File: config.mk
export PLATFORM = sky130hd
export DESIGN_NAME = ras
export DESIGN_NICKNAME = d
export VERILOG_FILES = /design/src/rtl/ras.sv
export SDC_FILE = /design/constraint.sdc
export NUM_CORES = 1
export LEC_CHECK = 0
export ABC_CLOCK_PERIOD_IN_PS = 4010
export BUFFER_PORTS_ARGS = -buffer_cell sky130_fd_sc_hd__clkbuf_2
export CORE_UTILIZATION = 50
export DETAILED_ROUTE_END_ITERATION = 10
export GPL_ROUTABILITY_DRIVEN = 0
export PLACE_DENSITY = 0.76
export SETUP_SLACK_MARGIN = 0.2
export SLEW_MARGIN = 40
export SYNTH_ARGS = -nofsm -noshare
export SYNTH_HDL_FRONTEND = slang
export SYNTH_SLANG_ARGS = --single-unit
File: constraint.sdc
create_clock -name CLK -period 4.01 [get_ports CLK]
set_clock_uncertainty 0.05 [all_clocks]
set_input_delay 0.6015 -clock CLK [delete_from_list [all_inputs] [get_ports CLK]]
set_output_delay 0.6015 -clock CLK [all_outputs]
set_load 0.02 [all_outputs]
File: src/rtl/ras.sv
// Return address stack: circular target buffer with top index and occupancy count.
// The pointer/count pair is exported every cycle so the backend can checkpoint and restore it.
module ras #(
    parameter int unsigned RAS_DEPTH        = 8,
    parameter int unsigned RAS_TARGET_WIDTH = 12,
    localparam int unsigned LOG_RAS_DEPTH   = $clog2(RAS_DEPTH)
) (
    input  logic                        CLK,
    input  logic                        nRST,
    input  logic                        ctrl_valid,
    input  logic                        ctrl_push,
    input  logic                        ctrl_pop,
    input  logic [RAS_TARGET_WIDTH-1:0] ctrl_push_target,
    output logic                        pred_ret_valid,
    output logic [RAS_TARGET_WIDTH-1:0] pred_ret_target,
    output logic [LOG_RAS_DEPTH-1:0]    pred_ras_index,
    output logic [LOG_RAS_DEPTH:0]      pred_ras_count,
    input  logic                        restore_valid,
    input  logic [LOG_RAS_DEPTH-1:0]    restore_ras_index,
    input  logic [LOG_RAS_DEPTH:0]      restore_ras_count
);

    localparam logic [LOG_RAS_DEPTH:0]   DEPTH_C = (LOG_RAS_DEPTH+1)'(RAS_DEPTH);
    localparam logic [LOG_RAS_DEPTH-1:0] IDX_ONE = LOG_RAS_DEPTH'(1);
    localparam logic [LOG_RAS_DEPTH:0]   CNT_ONE = (LOG_RAS_DEPTH+1)'(1);

    logic [RAS_TARGET_WIDTH-1:0] entries [RAS_DEPTH];
    logic [LOG_RAS_DEPTH-1:0]    ptr, ptr_nxt, ptr_inc, ptr_dec, wr_idx;
    logic [LOG_RAS_DEPTH:0]      count, count_nxt;
    logic                        wr_en;
    logic                        empty, full;
    logic                        do_push, do_pop;

    assign ptr_inc = ptr + IDX_ONE;
    assign ptr_dec = ptr - IDX_ONE;
    assign empty   = (count == '0);
    assign full    = (count == DEPTH_C);
    assign do_push = ctrl_valid & ctrl_push;
    assign do_pop  = ctrl_valid & ctrl_pop;

    always_comb begin
        ptr_nxt   = ptr;
        count_nxt = count;
        wr_en     = 1'b0;
        wr_idx    = ptr;
        if (restore_valid) begin
            // Pointer-only recovery; stack contents are left as they are.
            ptr_nxt   = restore_ras_index;
            count_nxt = (restore_ras_count > DEPTH_C) ? DEPTH_C : restore_ras_count;
        end else if (do_push && (!do_pop || empty)) begin
            wr_en     = 1'b1;
            wr_idx    = ptr_inc;
            ptr_nxt   = ptr_inc;
            count_nxt = full ? count : count + CNT_ONE;
        end else if (do_push && do_pop) begin
            // Return followed by call: the new target replaces the current top in place.
            wr_en = 1'b1;
        end else if (do_pop && !empty) begin
            ptr_nxt   = ptr_dec;
            count_nxt = count - CNT_ONE;
        end
    end

    always_ff @(posedge CLK or negedge nRST) begin
        if (!nRST) begin
            ptr   <= '0;
            count <= '0;
        end else begin
            ptr   <= ptr_nxt;
            count <= count_nxt;
        end
    end

    always_ff @(posedge CLK or negedge nRST) begin
        if (!nRST) begin
            for (int i = 0; i < int'(RAS_DEPTH); i++)
                entries[i] <= '0;
        end else if (wr_en) begin
            entries[wr_idx] <= ctrl_push_target;
        end
    end

    assign pred_ret_valid  = !empty;
    assign pred_ret_target = entries[ptr];
    assign pred_ras_index  = ptr;
    assign pred_ras_count  = count;

endmodule

==> results.yml, run 1 <==
outcome:
  status: "finished clean"
setup_path:
  path_buf_inv: 2
  path_class: "flip-flop to primary output"
  cp-end-kind: "primary output"
  cp-start-kind: "flip-flop"
  cpPeakStageDelay_ps: 640
  path_cells: "buf_4 > mux4_2 > mux2_2 > clkbuf_2"
  cp_max_fo: 23
  required_ps: 3360
  cpLargestDelayFamily: "multiplexers"
  cp.arrival_ps: 2470
  slowest_stage: "dfrtp_2"
finish:
  utilization: 0.578
  final_common_cell: "dfrtp_1"
  syn2layout_area_growth_pct: 12.1
  final_cell_mix: "102 x dfrtp_1, 95 x mux2_2, 43 x clkbuf_2"
  antenna_cells: 0
  final_layout_size_suffix_gt1_frac: 0.530
  final_cells: 531
  nets: 423
power:
  p_clk_frac: 0.188
  power.internal_uw: 2290
  power_density_nw_per_um2: 586
  switching_power_uw: 1020
  leakage_uw: 0.00259
  netSwitchingFraction: 0.309
  power_frac_seq: 0.492
  power_frac_comb: 0.320
  vdd_drop_max_mv: 0.233
route:
  viasPerCell: 5.70
  drt_iter0_drc: 269
  remaining_drc_errors: 0
  num_vias: 3027
  routed_wl_um: 9780
  postRouteAntennaNets: 0
  drt-pass1-iter-count: 4
  avgRoutedWirePerCell_um: 18.4
synthesis:
  yosysUniqueCellTypes: 41
  yosys_warnings: 0
  ys_seq_area_frac: 0.511
  ys_ff_latch: 103
  synth-edff-count: 0
  synth_area_um2: 5040
  ys_async_sr_fraction: 1.00
  avgSynthCellArea_um2: 14.7
  ys_dominant_reg_cell: "dfrtp_1"
  syn_nets: 372
  syn_inst: 342
placement:
  pre_cts_ws_ps: 942
  placed_cells: 514
  dp_hpwl_um: 6610
  portBuffers: 44
die:
  row_count: 36
  io_pins: 45
  die_y_um: 102
  initial_utilization: 0.516
  die_area_um2: 10500
  die_x_um: 102
  core_um2: 9770
clock_network:
  clockRootBuffer: "clkbuf_8"
  htreeDepth: 3
  cts_buffers: 9
  clk_latency_ps: 370
  clockBufferDepth: 2
  cts_tree: "done"
  clock_sinks: 103
  post_cts_buffers: 0
  clkSlewWorstSetupHoldPaths_ps: 100
  cts_hold_buf: 0
  cts.repair.resized: 0
timing:
  setup_viol: 0
  fin_crit_sh: 0.778
  rsz0062_at_grt: "no"
  fmax_ghz: 0.321
  finalHoldWorstSlack_ps: 18.1
  slew_headroom: 0.460
  hold_violations: 0
  setup_slack_ps: 890
  tightestPinTransition_ps: 805
  period_needed_ps: 3120
  setup_tns_ps: 0
  drv_slew: 0
global_routing:
  grt_pass1_vias: 3107
  grt_first_pass_wirelength_um: 16000
  grt_overflow: 0
  grt_use_total: 0.207
  grt_max_degree: 60
  antenna_found_initial: 0
run:
  maxCapViolCount: 0
min_path:
  hold_class: "input port to asynchronous set/reset pin"
## synthesized netlist by cell type, drive strengths merged (2+ instances only)
library cell    n  area, um^2
mux2          108        1250
dfrtp         103        2580
mux4           24         541
nand2          13        48.8
buf            12        81.3
o21ai          11        55.1
nor2            7        28.8
clkbuf          6        22.5
nor3            6        30.0
a21oi           5        32.5
ha              4        50.1
inv             4        15.0
nand3           4        20.0
xor2            4        35.0
mux2i           3        30.0
nor2b           3        18.8
nor4            3        33.8
o22ai           3        18.8
nand4           2        12.5
o211ai          2        15.0
or2             2        12.5
or3             2        12.5
or4             2        15.0
## final cells by class
| type | instances | area [um^2] |
|---|---|---|
| clock inverter | 7 | 65.1 |
| sequential | 103 | 2580 |
| inverter | 4 | 15.0 |
| clock buffer | 9 | 124 |
| tap | 133 | 166 |
| timing repair buffer | 58 | 340 |
| fill | 783 | 4120 |
| multi-input combinational | 217 | 2360 |
## registers in the layout, summed over array words and instances, names as in the netlist
register / cells
pred_ras_index: 3
pred_ras_count: 4
entries: 96
## path summary, 6_finish.rpt
path / start / depth (start not counted) / endpoint / slack [ps]
worst min register to register: entries[24] / 1 / entries[24] / 450
worst max-delay path: pred_ras_index[0] / 4 / pred_ret_target[3] / 890
max in group asynchronous: nRST / 3 / entries[62] / 3010
worst min-delay path: nRST / 1 / entries[36] / 20
min in group CLK: restore_ras_index[2] / 3 / pred_ras_index[2] / 390
worst max register to register: pred_ras_index[1] / 7 / entries[60] / 930
## power groups by stage
stage	logic (uW)	clock network (uW)	registers (uW)
after global placement	1030	0	1630
after detailed placement	1070	0	1650
final	1060	623	1630
after CTS	1070	648	1630
after global routing	1140	684	1680
after floorplan	837	0	1580
## stage by stage
stage,cell area [um^2],total power (uW)
final,5650,3310
after global routing,5650,3510
after CTS,5630,3350
after detailed placement,5440,2720
after global placement,5430,2660
after floorplan,5040,2420
## cells by family (layout without fill, tap and decap cells)
logic type | Yosys count | in the layout | synth area share
adder cells (fa/ha/maj) | 5 | 5 | 0.0139
XOR/XNOR | 5 | 5 | 0.00868
AND/OR/NAND/NOR | 46 | 46 | 0.0491
flip-flops | 103 | 103 | 0.511
AO/OA/AOI/OAI | 26 | 26 | 0.0318
multiplexers | 135 | 135 | 0.362
buffers and inverters | 22 | 78 | 0.0236
## layer usage
metal | global-route usage | vias up | part of all wire
li1 | - | 1378 | -
met1 | 0.281 | 1583 | 0.45
met2 | 0.334 | 57 | 0.50
met3 | 0.0404 | 9 | 0.029
met4 | 0.0725 | 0 | 0.012
met5 | 0 | - | 0
Note: power is estimated with default switching activity, not from simulation.
==> run 2: changes to the inputs <==
Settings changed: ABC_CLOCK_PERIOD_IN_PS 4010 to 3000.
Clock period 4.01 ns to 3 ns, I/O delays scaled along.
==> run 2 against run 1 <==
Global-route usage rose by 0.49 points. Register-to-register slack got worse by 410 ps. Die area is the same. Sequential share of layout area shrank 0.29 points. Combinational power increased by 35%. Final cell count up 0.94%. Flip-flop and latch count did not move. First-iteration DRC count shrank 11%. Largest cell class unchanged.
==> results.yml, run 2 (same netlist as run 1, synthesis figures left out) <==
outcome:
  status: "finished clean"
timing:
  drv_slew: 0
  setup_slack_ps: 374
  setup_tns_ps: 0
  tightestPinTransition_ps: 841
  fin_crit_sh: 0.875
  period_needed_ps: 2630
  hold_violations: 0
  slew_headroom: 0.436
  rsz0062_at_grt: "no"
  setup_viol: 0
  fmax_ghz: 0.381
die:
  die_y_um: 102
  core_um2: 9770
  io_pins: 45
  die_x_um: 102
  row_count: 36
  die_area_um2: 10500
  initial_utilization: 0.516
setup_path:
  reg2regPathDepth: 8
  required_ps: 2500
  endpoint: "pred_ret_target[10]"
  cp.arrival_ps: 2130
  reg2reg_from: "pred_ras_index[0]"
  path_class: "flip-flop to primary output"
  cp-end-kind: "primary output"
  cp_max_fo: 17
  cp-start-kind: "flip-flop"
  reg2reg_to: "entries[62]"
  crit_start: "pred_ras_index[0]"
  rrSetupSlack_ps: 520
finish:
  final_common_cell: "dfrtp_1"
  final_cell_mix: "102 x dfrtp_1, 95 x mux2_2, 43 x clkbuf_2"
  antenna_cells: 0
  largest_reg_flops: 96
  top_register: "entries"
  final_cells: 536
  final_layout_size_suffix_gt1_frac: 0.533
  syn2layout_area_growth_pct: 12.8
  nets: 429
power:
  leakage_uw: 0.00262
  power.internal_uw: 3150
  switching_power_uw: 1320
  vdd_drop_max_mv: 0.385
  power_density_nw_per_um2: 786
  p_clk_frac: 0.193
  netSwitchingFraction: 0.295
  power_frac_comb: 0.321
  power_frac_seq: 0.486
route:
  num_vias: 3042
  routed_wl_um: 9960
  wl_met3_um: 343
  postRouteAntennaNets: 0
  remaining_drc_errors: 0
  wl_met1_um: 4560
  drt-pass1-iter-count: 4
  wl_met2_um: 5000
  viasPerCell: 5.68
  top_layer_used: "met4"
  avgRoutedWirePerCell_um: 18.6
  drt_iter0_drc: 239
clock_network:
  clockBufferDepth: 2
  cts_hold_buf: 0
  post_cts_buffers: 0
  clockRootBuffer: "clkbuf_8"
  clkSlewWorstSetupHoldPaths_ps: 90
  cts_tree: "done"
  htreeDepth: 3
  cts.repair.resized: 0
  clk_latency_ps: 350
  cts_buffers: 9
  clock_sinks: 103
placement:
  dp_hpwl_um: 6670
  pre_cts_ws_ps: 559
  portBuffers: 44
  placed_cells: 521
global_routing:
  grt_pass1_vias: 3139
  grt_overflow: 0
  grt_use_total: 0.212
  antenna_found_initial: 0
  grt_first_pass_wirelength_um: 16500
  grt_max_degree: 45
min_path:
  hold_class: "input port to asynchronous set/reset pin"
run:
  maxCapViolCount: 0
-- run 2: how the worst min path moves through the flow --
| stage | start | to | slack, ps | depth (start not counted) |
|---|---|---|---|---|
| floorplan | nRST | entries[0] | 100 | 0 |
| global placement | entries[35] | entries[35] | 410 | 1 |
| detailed placement | entries[47] | entries[47] | 430 | 1 |
| CTS | nRST | entries[24] | 30 | 1 |
| global route | nRST | entries[24] | 60 | 1 |
| finish | nRST | entries[24] | 40 | 1 |
-- run 2: worst max-delay path, stage by stage (launching register included) --
cell and delay (ps):
dfrtp_2 430, buf_4 340, mux4_2 560, mux2_2 280, clkbuf_2 150
-- run 2: final cells by class --
| cell class | count | area [um^2] |
|---|---|---|
| flip-flops and latches | 103 | 2580 |
| inverters | 4 | 15.0 |
| clock inverters | 4 | 53.8 |
| repair buffers | 64 | 385 |
| multi-input cells | 217 | 2350 |
| fillers | 791 | 4090 |
| clock buffers | 11 | 141 |
| well taps | 133 | 166 |
-- run 2: metrics by stage --
step | power, uW | hold WS [ps] | instance area (um^2) | util
floorplan | 3230 | 104 | 5040 | -
global placement | 3570 | 413 | 5490 | 0.562
CTS | 4520 | 34.4 | 5690 | 0.582
global route | 4740 | 60.3 | 5690 | 0.582
detailed placement | 3640 | 432 | 5490 | 0.562
finish | 4470 | 35.3 | 5690 | 0.582
-- run 2: power groups by stage --
stage / sequential (uW) / clock (uW) / combinational [uW]
finish: 2170 / 864 / 1430
global route: 2240 / 948 / 1560
CTS: 2170 / 893 / 1450
detailed placement: 2190 / 0 / 1450
global placement: 2160 / 0 / 1410
floorplan: 2120 / 0 / 1120
-- run 2: layer usage --
metal | up-vias | global-route usage
li1 | 1396 | -
met1 | 1581 | 0.288
met2 | 61 | 0.348
met3 | 4 | 0.0479
met4 | 0 | 0.0527
met5 | - | 0
==> run 3: changes to the inputs <==
Settings changed: ABC_AREA set to 1, CELL_PAD_IN_SITES_DETAIL_PLACEMENT set to 1, CELL_PAD_IN_SITES_GLOBAL_PLACEMENT set to 1, CORE_UTILIZATION 50 to 44, PLACE_DENSITY 0.76 to 0.86.
==> run 3 against run 2 <==
Combinational power grew 26%. Die area rose by 20%. Design area up 5.2%. Sequential share of layout area fell by 2.3 points. Final cell count rose by 62%. Via count up 63%. Fmax decreased by 0.62%. Synthesized cell count grew 110%. Clock power up 61%.
==> results.yml, run 3 <==
setup_path:
  slowest_stage: "dfrtp_1"
  cp_max_fo: 25
  crit_top_cell: "nand2_1"
  cpPeakStageDelay_ps: 570
  cp-start-kind: "flip-flop"
  path_class: "flip-flop to primary output"
  cp.arrival_ps: 2140
  path_buf_inv: 3
  required_ps: 2500
  cpLargestDelayFamily: "buffers and inverters"
  cp-end-kind: "primary output"
  path_cells: "inv_1 > buf_4 > o21ai_0 > o22ai_1 > nand2_1 > nand2_1 > clkbuf_2"
power:
  vdd_drop_max_mv: 0.569
  power_density_nw_per_um2: 925
  leakage_uw: 0.00319
finish:
  syn2layout_area_growth_pct: 11.5
  fin_area_um2: 5980
  nets: 750
  fillers: 1451
  final_cell_mix: "285 x nand2_1, 103 x dfrtp_1, 77 x nand3_1"
  final_common_cell: "nand2_1"
  utilization: 0.513
  largest_reg_flops: 96
  top_register: "entries"
  antenna_cells: 0
  final_layout_size_suffix_gt1_frac: 0.143
global_routing:
  grt_pass1_vias: 5200
  grt_max_degree: 46
  grt_use_total: 0.290
  grt_overflow: 0
  antenna_found_initial: 0
  grt_first_pass_wirelength_um: 27800
die:
  die_x_um: 112
  row_count: 39
  core_um2: 11700
  die_y_um: 112
  io_pins: 45
  die_area_um2: 12600
  initial_utilization: 0.460
synthesis:
  ys_seq_area_frac: 0.480
  synth_common_cells: "285 x nand2_1, 103 x dfrtp_1, 77 x nand3_1, 57 x nor2_1, 53 x o21ai_0"
  syn_inst: 706
  yosysUniqueCellTypes: 31
  yosysTopAreaCellShare: 0.480
  ys_ff_latch: 103
  ys_async_sr_fraction: 1.00
  synth_area_um2: 5370
  avgSynthCellArea_um2: 7.60
  synth_area_leaders: "dfrtp_1 48%, nand2_1 20%, nand3_1 7.2%, o21ai_0 4.9%, nor2_1 4.0%"
  syn_nets: 736
  synth-edff-count: 0
  yosysMostFrequentCell: "nand2_1"
  yosys_warnings: 0
  yosysTopAreaCell: "dfrtp_1"
  ys_dominant_reg_cell: "dfrtp_1"
clock_network:
  cts_hold_buf: 0
  clkSlewWorstSetupHoldPaths_ps: 70
  clock_sinks: 103
  htreeDepth: 3
  clk_latency_ps: 360
  cts_buffers: 9
  cts_tree: "done"
  clockRootBuffer: "clkbuf_16"
  clockBufferDepth: 2
timing:
  rsz0062_at_grt: "no"
  drv_slew: 0
  hold_violations: 0
  period_needed_ps: 2640
  setup_viol: 0
  fmax_ghz: 0.378
  setup_tns_ps: 0
  fin_crit_sh: 0.881
  finalHoldWorstSlack_ps: 51.8
  setup_slack_ps: 357
  tightestPinTransition_ps: 696
  slew_headroom: 0.535
route:
  avgRoutedWirePerCell_um: 19.4
  postRouteAntennaNets: 0
  drt_iter0_drc: 371
  drt-pass1-iter-count: 4
  num_vias: 4953
  viasPerCell: 5.71
  remaining_drc_errors: 0
  routed_wl_um: 16800
min_path:
  hold_class: "input port to asynchronous set/reset pin"
placement:
  place_area_um2: 5630
  pre_cts_ws_ps: 389
  dp_hpwl_um: 11100
  portBuffers: 44
run:
  maxCapViolCount: 0
outcome:
  status: "finished clean"
## run 3: kinds of logic after synthesis
family	Yosys count	share of synthesized area
AND/OR/NAND/NOR	447	0.363
adder cells (fa/ha/maj)	5	0.0131
AO/OA/AOI/OAI	81	0.0823
XOR/XNOR	3	0.00490
buffers and inverters	67	0.0564
flip-flops	103	0.480
## run 3: what timing repair did
item / in CTS / in global routing
endpoints found under the setup margin: 0 / 1
setup buffers: 0 / 0
gates resized for setup: 0 / 1
## run 3: through the flow
| step | total power (uW) | cells |
|---|---|---|
| 3_5_place_dp | 4150 | 852 |
| 4_1_cts | 5560 | 868 |
| 5_1_grt | 5910 | 868 |
| 6_report | 5540 | 868 |
| 2_1_floorplan | 3540 | 706 |
| 3_3_place_gp | 4020 | 852 |
## run 3: path summary, 6_finish.rpt
| check | start | end | slack [ps] | cells past startpoint |
|---|---|---|---|---|
| worst max-delay path | pred_ras_index[1] | pred_ret_target[1] | 360 | 7 |
| worst min-delay path | nRST | entries[56] | 50 | 1 |
| worst max register to register | pred_ras_index[1] | entries[87] | 400 | 8 |
| worst min register to register | entries[28] | entries[28] | 420 | 2 |
| max in group asynchronous | nRST | entries[64] | 2110 | 2 |
| min in group CLK | ctrl_push_target[4] | entries[16] | 370 | 3 |
## run 3: cell type report
class	count	area [um^2]	share of cell area
sequential	103	2580	0.431
multi-input combinational	536	2480	0.415
timing repair buffer	58	344	0.0575
clock buffer	10	239	0.0399
tap	143	179	0.0299
clock inverter	6	115	0.0192
inverter	12	45.0	0.00753
## run 3: routing by layer
layer  track usage  part of all wire
met4        0.0818             0.017
met1         0.361              0.43
met3        0.0697             0.057
met5             0                 0
met2         0.504              0.50
## run 3: report_power, final
part / switching [uW] / total (uW) / leakage (uW) / internal, uW
registers: 372 / 2350 / 0.00134 / 1970
logic: 1190 / 1800 / 0.00168 / 613
clock network: 548 / 1390 / 0.000169 / 843
## run 3: worst register-to-register path: cells and delay by family (launching register included)
family / cells / cell delay (ps)
and+or+nand+nor: 6 / 1290
DFF: 1 / 650
buffers and inverters: 1 / 130
adders and majority gates: 1 / 360
